File: src/rtl/id_ex_stage_reg_if.sv
// ID/EX stage boundary: decoded ID fields in, registered EX fields out,
// plus the stall/flush controls and the load-use perf counter.
interface id_ex_if #(
  parameter int XLEN  = 64,
  parameter int CNT_W = 32
);
  logic            id_valid;
  logic [XLEN-1:0] id_pc, id_rs1_data, id_rs2_data, id_imm;
  logic [4:0]      id_rs1, id_rs2, id_rd;
  logic            id_mem_read, id_mem_write, id_reg_write, id_branch, id_alu_src_b_sel;
  logic [2:0]      id_alu_funct3;
  logic [6:0]      id_alu_funct7;
  logic            hold_i, flush_i;
  logic            load_use_stall_o;
  logic            ex_valid;
  logic [XLEN-1:0] ex_pc, ex_rs1_data, ex_rs2_data, ex_imm;
  logic [4:0]      ex_rs1, ex_rs2, ex_rd;
  logic            ex_mem_read, ex_mem_write, ex_reg_write, ex_branch, ex_alu_src_b_sel;
  logic [2:0]      ex_alu_funct3;
  logic [6:0]      ex_alu_funct7;
  logic [CNT_W-1:0] stall_count;

  modport master (
    output id_valid, id_pc, id_rs1_data, id_rs2_data, id_imm, id_rs1, id_rs2, id_rd,
           id_mem_read, id_mem_write, id_reg_write, id_branch, id_alu_src_b_sel,
           id_alu_funct3, id_alu_funct7, hold_i, flush_i,
    input  load_use_stall_o, ex_valid, ex_pc, ex_rs1_data, ex_rs2_data, ex_imm,
           ex_rs1, ex_rs2, ex_rd, ex_mem_read, ex_mem_write, ex_reg_write, ex_branch,
           ex_alu_src_b_sel, ex_alu_funct3, ex_alu_funct7, stall_count
  );

  modport slave (
    input  id_valid, id_pc, id_rs1_data, id_rs2_data, id_imm, id_rs1, id_rs2, id_rd,
           id_mem_read, id_mem_write, id_reg_write, id_branch, id_alu_src_b_sel,
           id_alu_funct3, id_alu_funct7, hold_i, flush_i,
    output load_use_stall_o, ex_valid, ex_pc, ex_rs1_data, ex_rs2_data, ex_imm,
           ex_rs1, ex_rs2, ex_rd, ex_mem_read, ex_mem_write, ex_reg_write, ex_branch,
           ex_alu_src_b_sel, ex_alu_funct3, ex_alu_funct7, stall_count
  );
endinterface

File: src/rtl/id_ex_stage_reg.sv
// ID/EX pipeline register with load-use hazard detection, branch squash,
// downstream hold and a saturating load-use bubble counter.
module id_ex_stage_reg #(
  parameter int XLEN  = 64,
  parameter int CNT_W = 32
) (
  input logic   clk,
  input logic   rst_n,
  id_ex_if.slave bus
);
  typedef struct packed {
    logic            valid;
    logic [XLEN-1:0] pc, rs1_data, rs2_data, imm;
    logic [4:0]      rs1, rs2, rd;
    logic            mem_read, mem_write, reg_write, branch, alu_src_b_sel;
    logic [2:0]      funct3;
    logic [6:0]      funct7;
  } ex_t;

  ex_t              ex_q, id_d;
  logic [CNT_W-1:0] cnt_q;
  logic             uses_rs2, hazard;

  // rs1 is conservatively treated as always read; rs2 only when it feeds ALU/store/branch
  assign uses_rs2 = !bus.id_alu_src_b_sel | bus.id_mem_write | bus.id_branch;
  assign hazard   = bus.id_valid & ex_q.valid & ex_q.mem_read & (ex_q.rd != 5'd0) &
                    ((ex_q.rd == bus.id_rs1) | ((ex_q.rd == bus.id_rs2) & uses_rs2)) &
                    !bus.flush_i & !bus.hold_i;
  assign bus.load_use_stall_o = hazard;

  // an invalid ID slot must never write, access memory or branch
  always_comb begin
    id_d               = '0;
    id_d.valid         = bus.id_valid;
    id_d.pc            = bus.id_pc;
    id_d.rs1_data      = bus.id_rs1_data;
    id_d.rs2_data      = bus.id_rs2_data;
    id_d.imm           = bus.id_imm;
    id_d.rs1           = bus.id_rs1;
    id_d.rs2           = bus.id_rs2;
    id_d.rd            = bus.id_rd;
    id_d.mem_read      = bus.id_valid & bus.id_mem_read;
    id_d.mem_write     = bus.id_valid & bus.id_mem_write;
    id_d.reg_write     = bus.id_valid & bus.id_reg_write;
    id_d.branch        = bus.id_valid & bus.id_branch;
    id_d.alu_src_b_sel = bus.id_alu_src_b_sel;
    id_d.funct3        = bus.id_alu_funct3;
    id_d.funct7        = bus.id_alu_funct7;
  end

  always_ff @(posedge clk or negedge rst_n) begin
    if (!rst_n) begin
      ex_q  <= '0;
      cnt_q <= '0;
    end else if (bus.hold_i) begin
      ex_q  <= ex_q;
    end else if (bus.flush_i) begin
      ex_q  <= '0;
    end else if (hazard) begin
      ex_q  <= '0;
      if (cnt_q != '1) cnt_q <= cnt_q + 1'b1;
    end else begin
      ex_q  <= id_d;
    end
  end

  assign bus.ex_valid         = ex_q.valid;
  assign bus.ex_pc            = ex_q.pc;
  assign bus.ex_rs1_data      = ex_q.rs1_data;
  assign bus.ex_rs2_data      = ex_q.rs2_data;
  assign bus.ex_imm           = ex_q.imm;
  assign bus.ex_rs1           = ex_q.rs1;
  assign bus.ex_rs2           = ex_q.rs2;
  assign bus.ex_rd            = ex_q.rd;
  assign bus.ex_mem_read      = ex_q.mem_read;
  assign bus.ex_mem_write     = ex_q.mem_write;
  assign bus.ex_reg_write     = ex_q.reg_write;
  assign bus.ex_branch        = ex_q.branch;
  assign bus.ex_alu_src_b_sel = ex_q.alu_src_b_sel;
  assign bus.ex_alu_funct3    = ex_q.funct3;
  assign bus.ex_alu_funct7    = ex_q.funct7;
  assign bus.stall_count      = cnt_q;
endmodule

File: src/flat_wrapper.sv
// flat-port wrapper written by rule: the top's interface ports become plain ports
module id_ex_stage_reg_flat 
#(
  parameter int XLEN  = 64,
  parameter int CNT_W = 32
)
  (clk, rst_n, bus_id_valid, bus_id_pc, bus_id_rs1_data, bus_id_rs2_data, bus_id_imm, bus_id_rs1, bus_id_rs2, bus_id_rd, bus_id_mem_read, bus_id_mem_write, bus_id_reg_write, bus_id_branch, bus_id_alu_src_b_sel, bus_id_alu_funct3, bus_id_alu_funct7, bus_hold_i, bus_flush_i, bus_load_use_stall_o, bus_ex_valid, bus_ex_pc, bus_ex_rs1_data, bus_ex_rs2_data, bus_ex_imm, bus_ex_rs1, bus_ex_rs2, bus_ex_rd, bus_ex_mem_read, bus_ex_mem_write, bus_ex_reg_write, bus_ex_branch, bus_ex_alu_src_b_sel, bus_ex_alu_funct3, bus_ex_alu_funct7, bus_stall_count);
  id_ex_if #(.XLEN(XLEN), .CNT_W(CNT_W)) bus_i ();
  input logic clk;
  input logic rst_n;
  input wire logic [$bits(bus_i.id_valid)-1:0] bus_id_valid;
  input wire logic [$bits(bus_i.id_pc)-1:0] bus_id_pc;
  input wire logic [$bits(bus_i.id_rs1_data)-1:0] bus_id_rs1_data;
  input wire logic [$bits(bus_i.id_rs2_data)-1:0] bus_id_rs2_data;
  input wire logic [$bits(bus_i.id_imm)-1:0] bus_id_imm;
  input wire logic [$bits(bus_i.id_rs1)-1:0] bus_id_rs1;
  input wire logic [$bits(bus_i.id_rs2)-1:0] bus_id_rs2;
  input wire logic [$bits(bus_i.id_rd)-1:0] bus_id_rd;
  input wire logic [$bits(bus_i.id_mem_read)-1:0] bus_id_mem_read;
  input wire logic [$bits(bus_i.id_mem_write)-1:0] bus_id_mem_write;
  input wire logic [$bits(bus_i.id_reg_write)-1:0] bus_id_reg_write;
  input wire logic [$bits(bus_i.id_branch)-1:0] bus_id_branch;
  input wire logic [$bits(bus_i.id_alu_src_b_sel)-1:0] bus_id_alu_src_b_sel;
  input wire logic [$bits(bus_i.id_alu_funct3)-1:0] bus_id_alu_funct3;
  input wire logic [$bits(bus_i.id_alu_funct7)-1:0] bus_id_alu_funct7;
  input wire logic [$bits(bus_i.hold_i)-1:0] bus_hold_i;
  input wire logic [$bits(bus_i.flush_i)-1:0] bus_flush_i;
  output wire logic [$bits(bus_i.load_use_stall_o)-1:0] bus_load_use_stall_o;
  output wire logic [$bits(bus_i.ex_valid)-1:0] bus_ex_valid;
  output wire logic [$bits(bus_i.ex_pc)-1:0] bus_ex_pc;
  output wire logic [$bits(bus_i.ex_rs1_data)-1:0] bus_ex_rs1_data;
  output wire logic [$bits(bus_i.ex_rs2_data)-1:0] bus_ex_rs2_data;
  output wire logic [$bits(bus_i.ex_imm)-1:0] bus_ex_imm;
  output wire logic [$bits(bus_i.ex_rs1)-1:0] bus_ex_rs1;
  output wire logic [$bits(bus_i.ex_rs2)-1:0] bus_ex_rs2;
  output wire logic [$bits(bus_i.ex_rd)-1:0] bus_ex_rd;
  output wire logic [$bits(bus_i.ex_mem_read)-1:0] bus_ex_mem_read;
  output wire logic [$bits(bus_i.ex_mem_write)-1:0] bus_ex_mem_write;
  output wire logic [$bits(bus_i.ex_reg_write)-1:0] bus_ex_reg_write;
  output wire logic [$bits(bus_i.ex_branch)-1:0] bus_ex_branch;
  output wire logic [$bits(bus_i.ex_alu_src_b_sel)-1:0] bus_ex_alu_src_b_sel;
  output wire logic [$bits(bus_i.ex_alu_funct3)-1:0] bus_ex_alu_funct3;
  output wire logic [$bits(bus_i.ex_alu_funct7)-1:0] bus_ex_alu_funct7;
  output wire logic [$bits(bus_i.stall_count)-1:0] bus_stall_count;
  assign bus_i.id_valid = bus_id_valid;
  assign bus_i.id_pc = bus_id_pc;
  assign bus_i.id_rs1_data = bus_id_rs1_data;
  assign bus_i.id_rs2_data = bus_id_rs2_data;
  assign bus_i.id_imm = bus_id_imm;
  assign bus_i.id_rs1 = bus_id_rs1;
  assign bus_i.id_rs2 = bus_id_rs2;
  assign bus_i.id_rd = bus_id_rd;
  assign bus_i.id_mem_read = bus_id_mem_read;
  assign bus_i.id_mem_write = bus_id_mem_write;
  assign bus_i.id_reg_write = bus_id_reg_write;
  assign bus_i.id_branch = bus_id_branch;
  assign bus_i.id_alu_src_b_sel = bus_id_alu_src_b_sel;
  assign bus_i.id_alu_funct3 = bus_id_alu_funct3;
  assign bus_i.id_alu_funct7 = bus_id_alu_funct7;
  assign bus_i.hold_i = bus_hold_i;
  assign bus_i.flush_i = bus_flush_i;
  assign bus_load_use_stall_o = bus_i.load_use_stall_o;
  assign bus_ex_valid = bus_i.ex_valid;
  assign bus_ex_pc = bus_i.ex_pc;
  assign bus_ex_rs1_data = bus_i.ex_rs1_data;
  assign bus_ex_rs2_data = bus_i.ex_rs2_data;
  assign bus_ex_imm = bus_i.ex_imm;
  assign bus_ex_rs1 = bus_i.ex_rs1;
  assign bus_ex_rs2 = bus_i.ex_rs2;
  assign bus_ex_rd = bus_i.ex_rd;
  assign bus_ex_mem_read = bus_i.ex_mem_read;
  assign bus_ex_mem_write = bus_i.ex_mem_write;
  assign bus_ex_reg_write = bus_i.ex_reg_write;
  assign bus_ex_branch = bus_i.ex_branch;
  assign bus_ex_alu_src_b_sel = bus_i.ex_alu_src_b_sel;
  assign bus_ex_alu_funct3 = bus_i.ex_alu_funct3;
  assign bus_ex_alu_funct7 = bus_i.ex_alu_funct7;
  assign bus_stall_count = bus_i.stall_count;
  id_ex_stage_reg #(.XLEN(XLEN), .CNT_W(CNT_W)) u_core (.clk(clk), .rst_n(rst_n), .bus(bus_i));
endmodule
File: config.mk
export PLATFORM = sky130hd
export DESIGN_NAME = id_ex_stage_reg_flat
export DESIGN_NICKNAME = d
export VERILOG_FILES = /design/src/rtl/id_ex_stage_reg_if.sv /design/src/rtl/id_ex_stage_reg.sv /design/src/flat_wrapper.sv
export SDC_FILE = /design/constraint.sdc
export NUM_CORES = 1
export LEC_CHECK = 0
export CAP_MARGIN = 20
export CORE_AREA = 10 10 232 234
export CTS_BUF_LIST = sky130_fd_sc_hd__clkbuf_8
export DETAILED_ROUTE_END_ITERATION = 12
export DIE_AREA = 0 0 242 244
export MAX_ROUTING_LAYER = met4
export SLEW_MARGIN = 20
export SYNTH_ARGS = -nofsm -noshare
export SYNTH_HDL_FRONTEND = slang
export SYNTH_SLANG_ARGS = --single-unit
File: constraint.sdc
create_clock -name clk -period 3.05 [get_ports clk]
set_input_delay 0.4575 -clock clk [delete_from_list [all_inputs] [get_ports clk]]
set_output_delay 0.4575 -clock clk [all_outputs]
set_load 0.01 [all_outputs]
# --- Word level (Yosys, flattened, before mapping) ---
# Index checks and enable logic that the tools add are counted.
totals:
  regBits: 319
  in_bits: 291
  output_inout_bits: 320
  wordCells: 43
op_classes:
  add_sub_neg: 1
  n_eq_ne: 3
  muxes: 2
  bitwise: 16
  reduce_logical: 5
op_table:
  columns: ["op", "count"]
  rows:
  - ["287-bit 2-to-1 mux", 2]
  - ["32-bit by 1-bit adder with 32-bit output, second input constant", 1]
  - ["32-bit inequality test, second input constant", 1]
  - ["1-bit AND", 11]
  - ["5-bit == test", 2]
  - ["5-bit nonzero test", 1]
  - ["4-bit AND reduction", 1]
  - ["1-bit zero test", 3]
  - ["1-bit OR", 3]
  - ["1-bit inverter", 2]

# --- Logic depth before layout (Yosys ltp) ---
depth:
  ltp_word: 10
  ltp_mapped: 10
  ltp_nobuf: 7

# --- Worst setup path after synthesis ---
# OpenSTA, ideal clock, no wires.
synth_path:
  path_type: "register to register"
  start: "register u_core.ex_q, in the netlist u_core.bus.ex_rd[2]"
  end: "register u_core.ex_q, in the netlist u_core.bus.ex_alu_funct3[0]"
  setup_time_ps: 121
  arrival_time_ps: 2028
  t_required_ps: 2929
  slack_ps: 901
  path_stages_with_launch: 11
  n_path_buf: 3
  period_less_slack_ps: 2149
  path_cell_list: "dfrtp_1 > xor2_1 > nor4_1 > a22oi_1 > or2_1 > buf_2 > inv_2 > nor3_4 > buf_4 > buf_6 > a22o_1"
synth_between:
  elab_chain_len: 8
  word_cells_on_any_way: 11
  cone_classes: "2 x eq/ne; 2 x mux; 6 x bitwise; 1 x reduce/logical"
synth_rtl:
  columns: ["item", "line_no", "source"]
  rows:
  - ["start: declaration", "id_ex_stage_reg.sv:20", "ex_t ex_q, id_d;"]
  - ["start signal: assignment", "id_ex_stage_reg.sv:56", "ex_q <= ex_q;"]
  - ["start signal: assignment", "id_ex_stage_reg.sv:63", "ex_q <= id_d;"]
  - ["5-bit == test", "id_ex_stage_reg.sv:27", "((ex_q.rd == bus.id_rs1) | ((ex_q.rd == bus.id_rs2) & uses_rs2)) &"]
  - ["1-bit AND", "id_ex_stage_reg.sv:27", null]
  - ["1-bit OR", "id_ex_stage_reg.sv:27", null]
  - ["1-bit AND *", "id_ex_stage_reg.sv:26", "assign hazard = bus.id_valid & ex_q.valid & ex_q.mem_read & (ex_q.rd != 5'd0) &"]
  - ["1-bit AND *", "id_ex_stage_reg.sv:27", null]
  - ["1-bit AND *", "id_ex_stage_reg.sv:28", "!bus.flush_i & !bus.hold_i;"]
  - ["net bus_load_use_stall_o", "flat_wrapper.sv:28", "output wire logic [$bits(bus_i.load_use_stall_o)-1:0] bus_load_use_stall_o;"]
  - ["287-bit 2-to-1 mux *", "id_ex_stage_reg.sv:59", "end else if (hazard) begin"]
  - ["287-bit 2-to-1 mux *", "id_ex_stage_reg.sv:57", "end else if (bus.flush_i) begin"]
# Mark *: on every way through the listed nets, which the timed path passes. The rest lies on a longest branch.
# A chain may end at the register's enable or synchronous reset.

# --- Worst setup path after layout ---
layout_path:
  start: "register u_core.ex_q, in the netlist u_core.bus.ex_rd[3]"
  end: "output bus_load_use_stall_o"
layout_between:
  elab_chain_len: 6
  word_cells_on_any_way: 9
  cone_classes: "2 x eq/ne; 6 x bitwise; 1 x reduce/logical"
layout_rtl:
  columns: ["item", "line_no"]
  rows:
  - ["5-bit == test", "id_ex_stage_reg.sv:27"]
  - ["1-bit AND", "id_ex_stage_reg.sv:27"]
  - ["1-bit OR", "id_ex_stage_reg.sv:27"]
  - ["1-bit AND *", "id_ex_stage_reg.sv:26"]
  - ["1-bit AND *", "id_ex_stage_reg.sv:27"]
  - ["1-bit AND *", "id_ex_stage_reg.sv:28"]
  - ["end: declaration", "flat_wrapper.sv:28"]
# Mark *: on every way between the ends. The rest lies on a longest branch, timed or not.

==> results.ini <==
[die]
rows=82
coreArea_um2=49500
dieArea_um2=59000
die_h_um=244
die_w_um=242
initial_utilization=0.240
io_pins=611

[detailed_routing]
vias=9887
drcViolationCount=0
drtIter0Drc=543
via_per_inst=4.53
ant_nets=0
first_pass_iters=4
wire_per_inst_um=21.4
wirelength_um=46700

[synth]
synth_area_um2=11900
synth_top_area_cell=dfrtp_1
yosysMostFrequentCell=dfrtp_1
ys_ff_latch=319
synth.area.top_cells=dfrtp_1, a22o_1, xor2_1
post_synth_num_cell_types=33
synth_nets=1116
synthCells=824
synthFlopType=dfrtp_1
synth_edf_count=0
synthArstFlopShare=1.00
ys_warn_count=0
avgSynthCellArea_um2=14.4
synth_top_cell_area_share=0.673
seq_area_frac_synth=0.673
yosys-top-cells-count=dfrtp_1, a22o_1, clkbuf_1, xor2_1, buf_4

[global_route]
grt_remaining_overflow=0
grt_pass1_wl_um=70500
grt_max_degree=167
grt_usage=0.157
grt_pass1_vias=10800
antenna_found_initial=0

[clock_network]
root_buffer=clkbuf_8
cts_made_buffers=58
cts_num_sinks=319
cts_max_level=2
cts_tree=built
clk_pin_slew_ns=0.06
clk_path_buf_depth=3
insertion_delay_ns=0.61

[sta]
fin_crit_sh=0.951
setup_viol_count_final=0
skew_ns=0.0110
fmax_mhz=345
setup_tns_ns=0
fin_crit_ns=2.90
slew_violations=0
rsz0062_at_grt=false
slew_headroom=0.385
tightest_slew_ns=0.922
hold_viol_final=0

[cells_and_area]
num_antenna_cells=0
layout-drive-gt1-share=0.0875
nets=1753
area_growth_pct=69.3
nFillCells=4691

[min_path]
hp-class=in -> reg

[worst_setup_path]
crit_arrival_ns=2.44
cp_max_fo=5
end_kind=primary output
crit_type=reg -> out
cp-start-kind=register
required_ns=2.59

[power_and_ir_drop]
clkPwrFrac=0.400
sequentialPowerShare=0.435
pwr-share-comb=0.165
p_int_mw=8.11
p_sw_frac=0.252
p_per_area_nw_per_um2=540
switchingPower_mw=2.73
finalPower_mw=10.8
ir_worst_vdd_mv=0.272
leakagePower_nw=8.93

[place]
place_congestion=0.835
portBuffers=610
hpwl_um=34900

[run_status]
status=finished, final reports clean

[run]
maxCapViolCount=0

-- final cells by class --
cell class                      instances  area, um2  area share
Clock buffer                           77       1060      0.0528
Inverter                                3       11.3    0.000561
Timing Repair Buffer                  646       6520       0.325
Tap cell                              672        841      0.0419
Multi-Input combinational cell        433       3440       0.172
Sequential cell                       319       7980       0.398
Clock inverter                         31        208      0.0103
-- worst max-delay path, cell delays in order, from the launching register on --
cell	delay [ns]
dfrtp_1	0.46
xor2_1	0.19
nor4_1	0.32
a22oi_1	0.20
or2_1	0.30
inv_2	0.07
dlygate4sd2_1	0.30
-- cells by family (layout without fill, tap and decap cells) --
kind of cell             after synthesis  after routing  share of synthesized area
flip-flops                           319            319                      0.673
AO/OA/AOI/OAI                        291            291                      0.212
adder cells (fa/ha/maj)                1              1                    0.00106
multiplexers                           1              1                   0.000950
XOR/XNOR                              41             41                     0.0303
AND/OR/NAND/NOR                       99             99                     0.0457
buffers and inverters                 72            757                     0.0361
-- layer usage --
metal  routed length [um]  global-route usage  up-vias
li1                     -                   -     4421
met1                18800               0.181     4968
met2                22800               0.254      424
met3                 3910              0.0562       74
met4                 1200              0.0461        0
met5                    0                   -        -
-- state kept, by name, indices dropped and copies added (netlist names) --
signal                       cells
u_core.bus.ex_rd                 5
u_core.bus.ex_rs2_data          64
u_core.bus.ex_branch             1
u_core.bus.ex_alu_src_b_sel      1
u_core.bus.ex_mem_write          1
u_core.bus.stall_count          32
u_core.bus.ex_mem_read           1
u_core.bus.ex_rs2                5
u_core.bus.ex_alu_funct7         7
u_core.bus.ex_reg_write          1
u_core.bus.ex_alu_funct3         3
u_core.bus.ex_rs1_data          64
u_core.bus.ex_imm               64
u_core.bus.ex_pc                64
u_core.bus.ex_rs1                5
u_core.bus.ex_valid              1
-- stage by stage --
stage | hold WS, ns | setup slack, ns | util | cell area, um2 | std cells
4_1_cts | 0.347 | 0.0523 | 0.406 | 20100 | 2181
2_1_floorplan | 0.162 | 0.901 | - | 11900 | 824
3_5_place_dp | 0.477 | 0.0402 | 0.380 | 18800 | 2072
3_3_place_gp | 0.471 | 0.0310 | 0.380 | 18800 | 2072
5_1_grt | 0.367 | 0.00220 | 0.406 | 20100 | 2181
6_report | 0.425 | 0.149 | 0.406 | 20100 | 2181
-- power by group through the flow --
| stage | clock network, mW | logic (mW) | registers [mW] |
|---|---|---|---|
| 6_report | 4.34 | 1.79 | 4.72 |
| 5_1_grt | 4.75 | 1.90 | 4.75 |
| 4_1_cts | 4.53 | 1.82 | 4.72 |
| 3_5_place_dp | 0 | 1.81 | 4.78 |
| 3_3_place_gp | 0 | 1.80 | 4.78 |
| 2_1_floorplan | 0 | 0.406 | 4.90 |
-- cell usage in the layout, fill, tap and decap left out, drive strengths merged, types with 5 or more instances in the layout --
| cell | instances |
|---|---|
| clkdlybuf4s50 | 607 |
| dfrtp | 319 |
| a22o | 282 |
| clkbuf | 78 |
| buf | 36 |
| xor2 | 33 |
| inv | 21 |
| nand2 | 18 |
| nand3 | 15 |
| nor3 | 15 |
| nor4 | 11 |
| nor2 | 10 |
| clkinv | 10 |
| xnor2 | 8 |
| and3 | 7 |
| nand4 | 7 |
| o21ai | 7 |
| nand2b | 5 |
-- worst paths after layout --
kind	slack (ns)	cells after the start	startpoint	end
min reg2reg	0.49	2	u_core.bus.ex_reg_write$_DFFE_PN0N_	u_core.bus.ex_reg_write$_DFFE_PN0N_
min in group asynchronous	0.44	2	rst_n	u_core.bus.ex_rs1_data[38]$_DFFE_PN0N_
max reg2reg	0.35	9	u_core.bus.ex_rd[0]$_DFFE_PN0N_	u_core.bus.ex_pc[55]$_DFFE_PN0N_
min	0.43	3	bus_id_mem_read	u_core.bus.ex_mem_read$_DFFE_PN0N_
max in group asynchronous	1.77	3	rst_n	u_core.bus.ex_imm[0]$_DFFE_PN0N_
max	0.15	6	u_core.bus.ex_rd[3]$_DFFE_PN0N_	bus_load_use_stall_o
-- what timing repair did --
item | in CTS | in global routing
setup buffers | 0 | 0
endpoints found under the setup margin | 1 | 1
hold endpoints to repair | 60 | 0
pin swaps | 2 | 2
hold buffers | 1 | 0
gates resized for setup | 2 | 0
Note: power is estimated with default switching activity, not from simulation.
